### config.mk
export PLATFORM = sky130hd
export DESIGN_NAME = data_bus_bridge
export DESIGN_NICKNAME = d
export VERILOG_FILES = /design/src/rtl/data_bus_bridge.sv
export SDC_FILE = /design/constraint.sdc
export NUM_CORES = 1
export LEC_CHECK = 0
export CORE_MARGIN = 2
export CORE_UTILIZATION = 61
export CTS_BUF_LIST = sky130_fd_sc_hd__clkbuf_4 sky130_fd_sc_hd__clkbuf_8 sky130_fd_sc_hd__clkbuf_16
export CTS_CLUSTER_DIAMETER = 150
export CTS_CLUSTER_SIZE = 14
export DETAILED_ROUTE_END_ITERATION = 12
export HOLD_SLACK_MARGIN = 0.1
export PLACE_DENSITY_LB_ADDON = 0.08
export SLEW_MARGIN = 20
export SYNTH_ARGS = -nofsm -noshare
export SYNTH_HDL_FRONTEND = slang
export SYNTH_SLANG_ARGS = --single-unit
### constraint.sdc
create_clock -name Clock -period 10.4 [get_ports Clock]
set_clock_uncertainty 0.2 [all_clocks]
set_input_delay 2.08 -clock Clock [delete_from_list [all_inputs] [get_ports Clock]]
set_output_delay 2.08 -clock Clock [all_outputs]
set_load 0.03 [all_outputs]
### src/rtl/data_bus_bridge.sv
// rtl/data_bus_bridge.sv - posted-write bridge between processor data port and synchronous data memory
module data_bus_bridge #(
    parameter int DEPTH  = 4,
    parameter int ADDR_W = 12,
    parameter int DATA_W = 16
) (
    input  logic                     Clock,
    input  logic                     Reset,
    input  logic [15:0]              DataAddr,
    input  logic [DATA_W-1:0]        DataOut,
    input  logic                     WriteData,
    input  logic                     ReadData,
    output logic [DATA_W-1:0]        DataIn,
    output logic                     DataWaitreq,
    output logic [ADDR_W-1:0]        MemAddr,
    output logic [DATA_W-1:0]        MemWData,
    output logic                     MemWren,
    input  logic [DATA_W-1:0]        MemRData,
    input  logic                     MemBusy,
    output logic [$clog2(DEPTH):0]   BufCount,
    output logic                     BufEmpty
);
    localparam int PTR_W = $clog2(DEPTH);
    localparam int CNT_W = PTR_W + 1;

    typedef enum logic [0:0] {IDLE, RD_WAIT} state_t;

    state_t             state_q, state_d;
    logic [PTR_W-1:0]   head_q, head_d, tail_q, tail_d;
    logic [CNT_W-1:0]   count_q, count_d;
    logic [ADDR_W-1:0]  buf_addr_q [DEPTH];
    logic [DATA_W-1:0]  buf_data_q [DEPTH];

    logic [ADDR_W-1:0]  req_addr;
    logic               full;
    logic               hit;
    logic [DATA_W-1:0]  hit_data;
    logic [PTR_W-1:0]   idx;
    logic               push, pop, rd_issue;

    assign req_addr = DataAddr[ADDR_W-1:0];
    assign full     = (count_q == CNT_W'(DEPTH));

    generate
        if (ADDR_W < 16) begin : g_unused_addr
            logic unused_addr;
            assign unused_addr = ^DataAddr[15:ADDR_W];
        end
    endgenerate

    // Scan oldest to youngest so the last match wins: youngest write forwards.
    always_comb begin
        hit      = 1'b0;
        hit_data = '0;
        idx      = '0;
        for (int i = 0; i < DEPTH; i++) begin
            idx = head_q + PTR_W'(i);
            if ((CNT_W'(i) < count_q) && (buf_addr_q[idx] == req_addr)) begin
                hit      = 1'b1;
                hit_data = buf_data_q[idx];
            end
        end
    end

    always_comb begin
        state_d     = state_q;
        push        = 1'b0;
        pop         = 1'b0;
        rd_issue    = 1'b0;
        DataIn      = '0;
        DataWaitreq = 1'b0;
        MemAddr     = '0;
        MemWData    = '0;
        MemWren     = 1'b0;
        if (!Reset) begin
            DataWaitreq = 1'b1;
            state_d     = IDLE;
        end else begin
            case (state_q)
                IDLE: begin
                    if (WriteData) begin
                        push        = !full;
                        DataWaitreq = full;
                    end else if (ReadData) begin
                        if (hit) begin
                            DataIn = hit_data;
                        end else begin
                            DataWaitreq = 1'b1;
                            if (!MemBusy) begin
                                rd_issue = 1'b1;
                                MemAddr  = req_addr;
                                state_d  = RD_WAIT;
                            end
                        end
                    end
                end
                RD_WAIT: begin
                    DataIn  = MemRData;
                    state_d = IDLE;
                end
                default: state_d = IDLE;
            endcase
            // A read issue owns the memory port; otherwise drain the oldest entry.
            if (!rd_issue && !MemBusy && (count_q != '0)) begin
                pop      = 1'b1;
                MemWren  = 1'b1;
                MemAddr  = buf_addr_q[head_q];
                MemWData = buf_data_q[head_q];
            end
        end
        head_d  = pop  ? head_q + PTR_W'(1) : head_q;
        tail_d  = push ? tail_q + PTR_W'(1) : tail_q;
        count_d = count_q + CNT_W'(push) - CNT_W'(pop);
    end

    always_ff @(posedge Clock) begin
        if (!Reset) begin
            state_q <= IDLE;
            head_q  <= '0;
            tail_q  <= '0;
            count_q <= '0;
        end else begin
            state_q <= state_d;
            head_q  <= head_d;
            tail_q  <= tail_d;
            count_q <= count_d;
        end
    end

    always_ff @(posedge Clock) begin
        if (push) begin
            buf_addr_q[tail_q] <= req_addr;
            buf_data_q[tail_q] <= DataOut;
        end
    end

    assign BufCount = Reset ? count_q : '0;
    assign BufEmpty = (BufCount == '0);
endmodule

==> reports/results.tsv, run 1 <==
stage	metric	value	unit
clock_tree	CTS clk-pin slew, worst paths	0.05	ns
clock_tree	Setup Fix Bufs, Post-CTS	0	
synth	sequential-to-total area share from yosys stat	43.2	%
routing	initial drt markers	489	
timing	slew margin rel.	26.3	%
pwr	leak pwr	3.16	nW
floorplan	I/O pin count	103	
floorplan	Cell Rows	42	
floorplan	Initial Util	62.3	%
routing	DR DRC count	0	
clock_tree	Clock Latency Late Sink	0.41	ns
synth	Mapped Nets	742	
synth	ys async rst share	0	%
timing	Max Clock Freq	113	MHz
grt	first-pass GRT wire length	32600	um
clock_tree	CTS tree	done	
pwr	Power, Total	1.73	mW
timing	minimum clock period after layout	8.81	ns
routing	vias per cell	6.48	
clock_tree	hold bufs inserted after CTS	0	
placement	Placed Cells	904	
routing	WL final	20700	um
critical_path	Critical Path RT	8.12	ns
timing	Final Hold Viols	0	
critical_path	Arrival @ worst endpoint	6.53	ns
routing	Final ANT Viol Nets	0	
critical_path	Buffers & Inverters on Critical Path	3	
critical_path	R2R depth	13	
synth	synthesized flop and latch total	122	
timing	Min Hold Slack	0.361	ns
finish	area grow syn2layout	19.1	%
worst_hold_path	hold path depth	2	
critical_path	CP cell instances	clkdlybuf4s50_1, xnor2_1, nor4_1, o2111ai_1, and2_1, o2111ai_4, nor3_1, buf_4, o2bb2ai_1, clkdlybuf4s50_1	
critical_path	most used cell along the critical path	clkdlybuf4s50_1	
finish	final std cells w/o fill	937	
grt	All-Layer GR Usage	29.9	%
floorplan	die height	120	um
grt	vias in the first global route	6218	
critical_path	Critical Path Slowest Stage Cell	and2_1	
flow_run	max-cap violations	0	
pwr	VDD IR max	0.137	mV
critical_path	crit-path leading delay family	simple AND/OR/NAND/NOR gates	
clock_tree	CTS root buf	clkbuf_16	
synth	Ys Warns	0	
clock_tree	CTS resizes	0	
finish	Core Util, Final	74.2	%
finish	nets	808	
critical_path	R2R setup slack	5.17	ns
placement	pre-CTS setup slack	1.70	ns
critical_path	Reg-to-Reg Start	head_q[0]$_SDFFE_PN0P_	
critical_path	Crit. Startpoint	DataAddr[9]	
timing	Setup violations, final	0	
critical_path	crit path capture type	primary output	
synth	number of enable flip-flop cells after synthesis	112	
placement	DP Wirelength	13200	um
finish	fraction of layout cells with a size suffix above 1	16.6	%
critical_path	CP Capture Point	MemAddr[3]	
timing	final slew viol count	0	
synth	top_reg_cell synth	edfxtp_1	
timing	unrepaired setup endpoints after global routing	false	
critical_path	crit start category	input port	
clock_tree	cts bufs inserted	17	
finish	design area	9820	sq um
grt	GRT overflow	0	
timing	slew at the pin closest to its max-slew limit	1.11	ns
grt	initial antenna violation count	1	
timing	post-route setup slack	1.59	ns
routing	drt first pass iters	5	
floorplan	total die area	14500	sq um
routing	drt wl/cell	22.1	um
synth	Avg Synthesized Cell Area	12.1	sq um
floorplan	die width	120	um
synth	Synth Instances	681	
timing	Final period util	84.8	%
critical_path	largest fanout on the critical path	17	
clock_tree	Clock Path Buffers	2	
clock_tree	CTS sink cnt	122	
clock_tree	CTS H-tree depth	4	
critical_path	WP depth	10	
pwr	pwr dens	176	nW/um^2
synth	Post-Syn Area	8250	sq um
worst_hold_path	worst min path class	flip-flop to flip-flop	
status	outcome	completed	
floorplan	Core ar.	13200	sq um
timing	Post-Route Setup TNS	0	ns
placement	Cell Area, Placed	9230	sq um
placement	RD Place Congestion	0.874	
critical_path	crit path kind	input port to primary output	
grt	largest net degree at the start of global routing	82	
routing	total number of vias	6069	
synth	synth unique cells	55	
critical_path	CP peak stage delay	0.86	ns
critical_path	R2R Path End	count_q[2]$_SDFF_PN0_	
placement	Port-buffer cells	98	
## cells by family after synthesis
family                     count (synthesis)  synth area share, %
xor gates and xnor gates                  57                 6.05
and+or+nand+nor                          149                 8.89
muxes                                    135                 24.8
buffers and inverters                     90                 4.99
AOI/OAI and AO/OA                        120                 10.8
adders and majority gates                  8                 1.30
DFF                                      122                 43.2
## synth_stat cells, drive strengths merged, types with 2 or more instances
library cell	count	area, sq um
clkbuf	30	113
a31oi	3	18.8
o2bb2ai	11	96.3
a22o	2	17.5
mux2	21	236
dfxtp	10	200
o21ai	19	95.1
ha	7	87.6
nor4	8	50.1
o2111ai	3	43.8
o22ai	3	18.8
nor3	6	30.0
edfxtp	112	3360
a211oi	2	20.0
nand4	2	12.5
nand2	43	161
nor2b	13	81.3
and3	4	25.0
xnor2	32	280
nor2	43	161
a221oi	17	149
a21oi	20	104
xor2	25	219
o31ai	32	240
inv	30	113
and2	8	50.1
or4	3	22.5
and2b	5	37.5
nand3	6	42.5
mux4	53	1200
buf	30	186
o211ai	4	43.8
mux2i	61	611
nand2b	3	18.8
## per-layer routing
layer / GRT usage [%] / up-vias / part of all wire (%)
met3: 5.90 / 54 / 7.2
met4: 14.5 / 0 / 3.1
li1: - / 2745 / -
met1: 35.4 / 3007 / 38
met2: 52.3 / 263 / 52
met5: 0 / - / 0
## layout make-up
cell class	count	area, sq um
Multi-Input combinational cell	469	4280
Sequential cell	122	3570
Fill cell	912	3420
Timing Repair Buffer	107	1050
Clock buffer	20	467
Tap cell	176	220
Clock inverter	12	123
Inverter	30	113
Antenna cell	1	2.50
## worst min path at each step
| stage | from | to |
|---|---|---|
| after floorplan | tail_q[1]$_SDFFE_PN0P_ | tail_q[1]$_SDFFE_PN0P_ |
| after global placement | tail_q[1]$_SDFFE_PN0P_ | tail_q[1]$_SDFFE_PN0P_ |
| after detailed placement | tail_q[1]$_SDFFE_PN0P_ | tail_q[1]$_SDFFE_PN0P_ |
| after CTS | tail_q[1]$_SDFFE_PN0P_ | tail_q[1]$_SDFFE_PN0P_ |
| after global routing | tail_q[1]$_SDFFE_PN0P_ | tail_q[1]$_SDFFE_PN0P_ |
| final | tail_q[1]$_SDFFE_PN0P_ | tail_q[1]$_SDFFE_PN0P_ |
## flip-flops by register name, summed over array words and instances (netlist names), named ones only
signal / flops
buf_addr_q: 48
buf_data_q: 64
count_q: 3
head_q: 2
state_q: 1
tail_q: 2
## worst register-to-register path: stages, from the launching register on
cell	delay, ns
dfxtp_4	0.86
mux4_1	0.71
xnor2_1	0.17
nand3_1	0.11
or4_1	0.89
o2111ai_4	0.53
o211ai_4	0.27
buf_4	0.31
o22ai_1	0.19
ha_1	0.17
inv_1	0.05
fa_1	0.37
xor2_1	0.16
and2_1	0.15
## power breakdown
group | internal, mW | switching (mW) | total [mW]
Clock | 0.369 | 0.207 | 0.576
Sequential | 0.575 | 0.0559 | 0.631
Combinational | 0.254 | 0.268 | 0.522
Total | 1.20 | 0.531 | 1.73
## placed cells by master, fill, tap and decap left out, types with 5 or more instances in the layout
master / count
edfxtp_1: 112
clkdlybuf4s50_1: 98
mux2i_1: 61
mux4_2: 52
nand2_1: 43
nor2_1: 43
xnor2_1: 32
o31ai_1: 32
inv_1: 30
xor2_1: 25
mux2_2: 21
a21oi_1: 19
o21ai_0: 18
a221oi_1: 17
clkbuf_16: 17
nor2b_1: 13
o2bb2ai_1: 11
buf_4: 9
nor4_1: 8
and2_1: 8
ha_1: 7
dfxtp_1: 7
nor3_1: 6
nand3_1: 5
and2b_1: 5
No activity file was read; power rests on OpenSTA's default activity.
==> inputs of run 2 (changes only) <==
CORE_UTILIZATION = 57   (was 61)
clock period = 8.2 ns   (was 10.4 ns; I/O delays follow)
==> run 2 against run 1 <==
First-iteration DRC count down 2.7%. Routed wire length down 0.44%. Total power up 26%. Via count up 0.53%. Combinational power up 27%. Final cell count up 1.3%. Clock power up 22%. Worst setup slack worse by 0.67 ns. Sequential cell count unchanged. Die area up 6.8%. Register-to-register slack worse by 1.8 ns. Largest power group unchanged. Hold slack better by 0.020 ns.
==> reports/results.tsv, run 2 (synthesis gave the netlist of run 1 again) <==
stage	metric	value	unit	change
pwr	VDD IR max	0.180	mV	+31%
worst_hold_path	worst min path class	flip-flop to flip-flop		
timing	slew margin rel.	46.5	%	+20 points
floorplan	Cell Rows	43		+2.4%
pwr	leak pwr	3.21	nW	+1.6%
placement	RD Place Congestion	0.889		+1.8%
clock_tree	CTS clk-pin slew, worst paths	0.05	ns	about the same
clock_tree	Clock Path Buffers	2		unchanged
routing	drt first pass iters	6		+1
timing	Final Hold Viols	0		unchanged
finish	leading registers by flop count	buf_data_q (64), buf_addr_q (48), count_q (3)		
finish	commonest non-fill, non-tap cell in the layout	edfxtp_1		
timing	Max Clock Freq	137	MHz	
critical_path	crit path kind	input port to primary output		
placement	DP Wirelength	13700	um	+3.4%
grt	All-Layer GR Usage	27.2	%	-2.7 points
finish	fraction of layout cells with a size suffix above 1	17.0	%	+0.46 points
placement	Port-buffer cells	98		unchanged
clock_tree	Setup Fix Bufs, Post-CTS	0		unchanged
timing	post-route setup slack	0.914	ns	-0.672 ns
timing	final slew viol count	0		unchanged
placement	pre-CTS setup slack	0.963	ns	-0.735 ns
finish	most frequent cells in the layout	edfxtp_1, clkdlybuf4s50_1, mux2i_1, mux4_2		
clock_tree	CTS sink cnt	122		unchanged
routing	M1 WL	8030	um	+2.7%
grt	initial antenna violation count	0		-1
routing	initial drt markers	476		-2.7%
grt	GRT overflow	0		unchanged
finish	ant diodes	0		-1
routing	vias per cell	6.43		-0.74%
finish	Top reg by flops	buf_data_q		
routing	Final ANT Viol Nets	0		unchanged
floorplan	die height	124	um	+3.3%
timing	Setup violations, final	0		unchanged
routing	DR DRC count	0		unchanged
timing	minimum clock period after layout	7.29	ns	
clock_tree	Clock Latency Late Sink	0.43	ns	+0.02 ns
finish	area grow syn2layout	19.5	%	
routing	drt wl/cell	21.8	um	-1.7%
pwr	pwr dens	220	nW/um^2	+25%
status	outcome	completed		
floorplan	Core ar.	14000	sq um	+5.6%
grt	first-pass GRT wire length	32800	um	+0.57%
finish	nets	817		+1.1%
clock_tree	hold bufs inserted after CTS	0		unchanged
critical_path	crit start category	input port		
routing	routed wl met2	10600	um	-1.4%
clock_tree	CTS H-tree depth	4		unchanged
routing	total number of vias	6101		+0.53%
critical_path	Arrival @ worst endpoint	5.45	ns	-1.08 ns
routing	max layer used	met4		
critical_path	crit path capture type	primary output		
routing	met3 wire length	1440	um	-3.4%
timing	slew at the pin closest to its max-slew limit	0.799	ns	-0.307 ns
clock_tree	cts bufs inserted	17		unchanged
critical_path	Critical Path RT	6.36	ns	-1.76 ns
clock_tree	CTS resizes	0		unchanged
finish	max reg flops	64		unchanged
routing	WL final	20700	um	-0.44%
floorplan	total die area	15400	sq um	+6.8%
grt	largest net degree at the start of global routing	83		+1.2%
flow_run	max-cap violations	0		unchanged
timing	Post-Route Setup TNS	0	ns	unchanged
timing	unrepaired setup endpoints after global routing	false		
floorplan	Initial Util	59.0	%	-3.3 points
critical_path	largest fanout on the critical path	17		unchanged
timing	Final period util	88.9	%	
floorplan	I/O pin count	103		unchanged
floorplan	die width	124	um	+3.3%
clock_tree	CTS tree	done		
grt	vias in the first global route	6247		+0.47%
clock_tree	CTS root buf	clkbuf_16		
## run 2: cell count changes in the layout (fill, tap and decap cells not counted), sizes merged
cell	change
buf	+9
bufinv	-1
clkbuf	+7
clkinv	-2
clkinvlp	-4
diode	-1
## run 2: worst paths after layout
kind / startpoint / endpoint / slack, ns / depth (start not counted)
worst max-delay path: DataAddr[5] / DataIn[15] / 0.91 / 10
worst min register to register: tail_q[1]$_SDFFE_PN0P_ / tail_q[1]$_SDFFE_PN0P_ / 0.38 / 2
worst min-delay path: tail_q[1]$_SDFFE_PN0P_ / tail_q[1]$_SDFFE_PN0P_ / 0.38 / 2
worst max register to register: head_q[0]$_SDFFE_PN0P_ / count_q[2]$_SDFF_PN0_ / 3.40 / 14
## run 2: worst max-delay path, cell delays in order
cell             delay (ns)
clkdlybuf4s50_1        0.87
xnor2_1                0.15
nor3_1                 0.15
a31oi_1                0.07
or4_1                  0.51
buf_4                  0.24
o2111ai_4              0.34
nand3_4                0.29
o31ai_1                0.43
clkdlybuf4s50_1        0.74
## run 2: area by class of cell
cell class / instances / area [sq um]
Fill cell: 960 / 4140
Multi-Input combinational cell: 469 / 4270
Timing Repair Buffer: 116 / 1120
Inverter: 30 / 113
Clock inverter: 5 / 48.8
Tap cell: 180 / 225
Clock buffer: 27 / 507
Sequential cell: 122 / 3570
## run 2: stage by stage
step	total power, mW	util (%)	cell area, sq um	hold slack (ns)	instances
3_5_place_dp	1.48	66.5	9300	0.370	917
5_1_grt	2.27	70.4	9850	0.403	949
4_1_cts	2.18	70.4	9850	0.376	949
2_1_floorplan	1.30	-	8250	0.328	681
6_report	2.17	70.4	9850	0.380	949
3_3_place_gp	1.45	66.5	9300	0.340	917
## run 2: layer usage
| layer | vias to the layer above | GRT usage [%] |
|---|---|---|
| met2 | 279 | 46.6 |
| met3 | 51 | 5.88 |
| met1 | 3011 | 33.6 |
| li1 | 2760 | - |
| met4 | 0 | 11.6 |
| met5 | - | 0 |
## run 2: power breakdown
part / leakage [nW] / switching (mW) / internal, mW
logic: 1.82 / 0.338 / 0.326
clock network: 0.286 / 0.254 / 0.451
registers: 1.10 / 0.0746 / 0.729
total: 3.21 / 0.666 / 1.51
==> inputs of run 3 (changes only) <==
CORE_UTILIZATION = 55   (was 57)
==> run 3 against run 2 <==
Worst setup slack worse by 0.087 ns. Clock-buffer cell count down 7. Largest power group unchanged. Fmax down 1.2%. Critical path depth up 1. Sequential power about the same. Sequential cell count unchanged. Critical path type unchanged. Non-clock buffer count down 1. Routed wire length up 1.0%.
==> reports/results.tsv, run 3 (synthesis gave the netlist of run 1 again) <==
stage	metric	value	unit	change
grt	GRT overflow	0		unchanged
pwr	pwr dens	217	nW/um^2	-1.5%
finish	Multi-input gate area	4270	sq um	unchanged
finish	Layout fillers	1087		+13%
placement	pre-CTS setup slack	0.863	ns	-0.101 ns
critical_path	crit path kind	input port to primary output		
grt	vias in the first global route	6188		-0.94%
pwr	net switching power	0.662	mW	-0.69%
placement	DP Wirelength	13800	um	+1.3%
grt	initial antenna violation count	0		unchanged
grt	first-pass GRT wire length	32900	um	+0.36%
routing	drt first pass iters	5		-1
pwr	Internal	1.47	mW	-2.3%
clock_tree	CTS H-tree depth	4		unchanged
finish	most frequent cells in the layout	edfxtp_1, clkdlybuf4s50_1, mux2i_1, mux4_2		
finish	fraction of layout cells with a size suffix above 1	16.7	%	-0.37 points
status	outcome	completed		
floorplan	Initial Util	56.5	%	-2.4 points
pwr	VDD IR max	0.160	mV	-11%
routing	initial drt markers	446		-6.3%
timing	final slew viol count	0		unchanged
routing	drt wl/cell	21.9	um	+0.68%
finish	Core Util, Final	67.3	%	-3.1 points
pwr	Switching Share	31.0	%	+0.35 points
critical_path	largest fanout on the critical path	33		+16
pwr	clock share of power	31.4	%	-1.0 points
flow_run	max-cap violations	0		unchanged
routing	Final ANT Viol Nets	0		unchanged
clock_tree	hold bufs inserted after CTS	0		unchanged
finish	max reg flops	64		unchanged
grt	largest net degree at the start of global routing	82		-1.2%
floorplan	Cell Rows	44		+2.3%
clock_tree	CTS clk-pin slew, worst paths	0.05	ns	about the same
grt	All-Layer GR Usage	26.8	%	-0.44 points
finish	ant diodes	0		unchanged
pwr	leak pwr	3.19	nW	-0.62%
finish	Register Area	3570	sq um	unchanged
floorplan	I/O pin count	103		unchanged
routing	WL final	20900	um	+1.0%
floorplan	die height	126	um	+1.7%
critical_path	Critical Path RT	6.36	ns	about the same
clock_tree	Clock Latency Late Sink	0.42	ns	about the same
timing	slew margin rel.	33.2	%	-13 points
finish	commonest non-fill, non-tap cell in the layout	edfxtp_1		
clock_tree	CTS tree	done		
clock_tree	CTS resizes	0		unchanged
finish	area grow syn2layout	19.1	%	
timing	Max Clock Freq	136	MHz	-1.2%
pwr	Comb power frac	30.7	%	about the same
finish	nets	816		-0.12%
timing	Post-Route Setup TNS	0	ns	unchanged
clock_tree	Clock Path Buffers	2		unchanged
timing	slew at the pin closest to its max-slew limit	1.00	ns	+0.203 ns
routing	vias per cell	6.33		-1.5%
critical_path	crit start category	input port		
timing	Setup violations, final	0		unchanged
timing	post-route setup slack	0.827	ns	-0.0870 ns
clock_tree	cts bufs inserted	17		unchanged
floorplan	total die area	16000	sq um	+3.5%
timing	Min Hold Slack	0.373	ns	-0.00728 ns
finish	Top reg by flops	buf_data_q		
timing	minimum clock period after layout	7.37	ns	+0.0870 ns
placement	RD Place Congestion	0.888		-0.14%
floorplan	die width	126	um	+1.7%
critical_path	Arrival @ worst endpoint	5.53	ns	+0.08 ns
pwr	Power, Total	2.13	mW	-1.8%
floorplan	Core ar.	14600	sq um	+4.3%
worst_hold_path	worst min path class	flip-flop to flip-flop		
pwr	sequential share of power	37.9	%	+0.9 points
critical_path	crit path capture type	primary output		
timing	unrepaired setup endpoints after global routing	false		
clock_tree	CTS sink cnt	122		unchanged
clock_tree	Setup Fix Bufs, Post-CTS	0		unchanged
timing	Final Hold Viols	0		unchanged
routing	DR DRC count	0		unchanged
routing	total number of vias	6030		-1.2%
clock_tree	CTS root buf	clkbuf_16		
placement	Port-buffer cells	98		unchanged
timing	Final period util	89.9	%	+1.1 points
finish	leading registers by flop count	buf_data_q (64), buf_addr_q (48), count_q (3)		
[run 3: area by class of cell]
| class | count | area share [%] |
|---|---|---|
| clock buffer | 20 | 4.56 |
| clock inverter | 12 | 0.841 |
| inverter | 30 | 1.15 |
| multi-input combinational | 469 | 43.5 |
| sequential | 122 | 36.4 |
| tap | 184 | 2.34 |
| timing repair buffer | 115 | 11.3 |
[run 3: routing by layer]
layer	GRT usage, %	up-vias	part of all wire [%]
li1	-	2768	-
met1	32.2	2973	40
met2	47.0	243	52
met3	5.69	46	6.1
met4	11.0	0	2.4
met5	0	-	0
[run 3: worst max-delay path: stages]
cell	delay [ns]
clkdlybuf4s50_1	0.63
xnor2_1	0.38
nor4b_1	0.10
o21ai_0	0.22
or4_1	0.14
buf_4	0.37
o2111ai_4	0.28
o211ai_4	0.65
buf_4	0.34
and2b_1	0.20
clkdlybuf4s50_1	0.58
[run 3: path summary, 6_finish.rpt]
check	slack (ns)	from	depth (start not counted)	to
worst min-delay path	0.37	tail_q[1]$_SDFFE_PN0P_	2	tail_q[1]$_SDFFE_PN0P_
worst max-delay path	0.83	DataAddr[4]	11	MemWData[3]
worst min register to register	0.37	tail_q[1]$_SDFFE_PN0P_	2	tail_q[1]$_SDFFE_PN0P_
worst max register to register	3.33	head_q[0]$_SDFFE_PN0P_	13	count_q[2]$_SDFF_PN0_
[run 3: per-stage QoR]
stage	area [sq um]	cells
floorplan	8250	681
global placement	9290	920
detailed placement	9290	920
CTS	9820	952
global route	9820	952
finish	9820	952
[run 3: power by group through the flow]
| stage | Clock, mW | Combinational (mW) | Sequential, mW |
|---|---|---|---|
| floorplan | 0 | 0.540 | 0.761 |
| global placement | 0 | 0.642 | 0.814 |
| detailed placement | 0 | 0.655 | 0.820 |
| CTS | 0.676 | 0.658 | 0.808 |
| global route | 0.708 | 0.708 | 0.818 |
| finish | 0.670 | 0.655 | 0.807 |
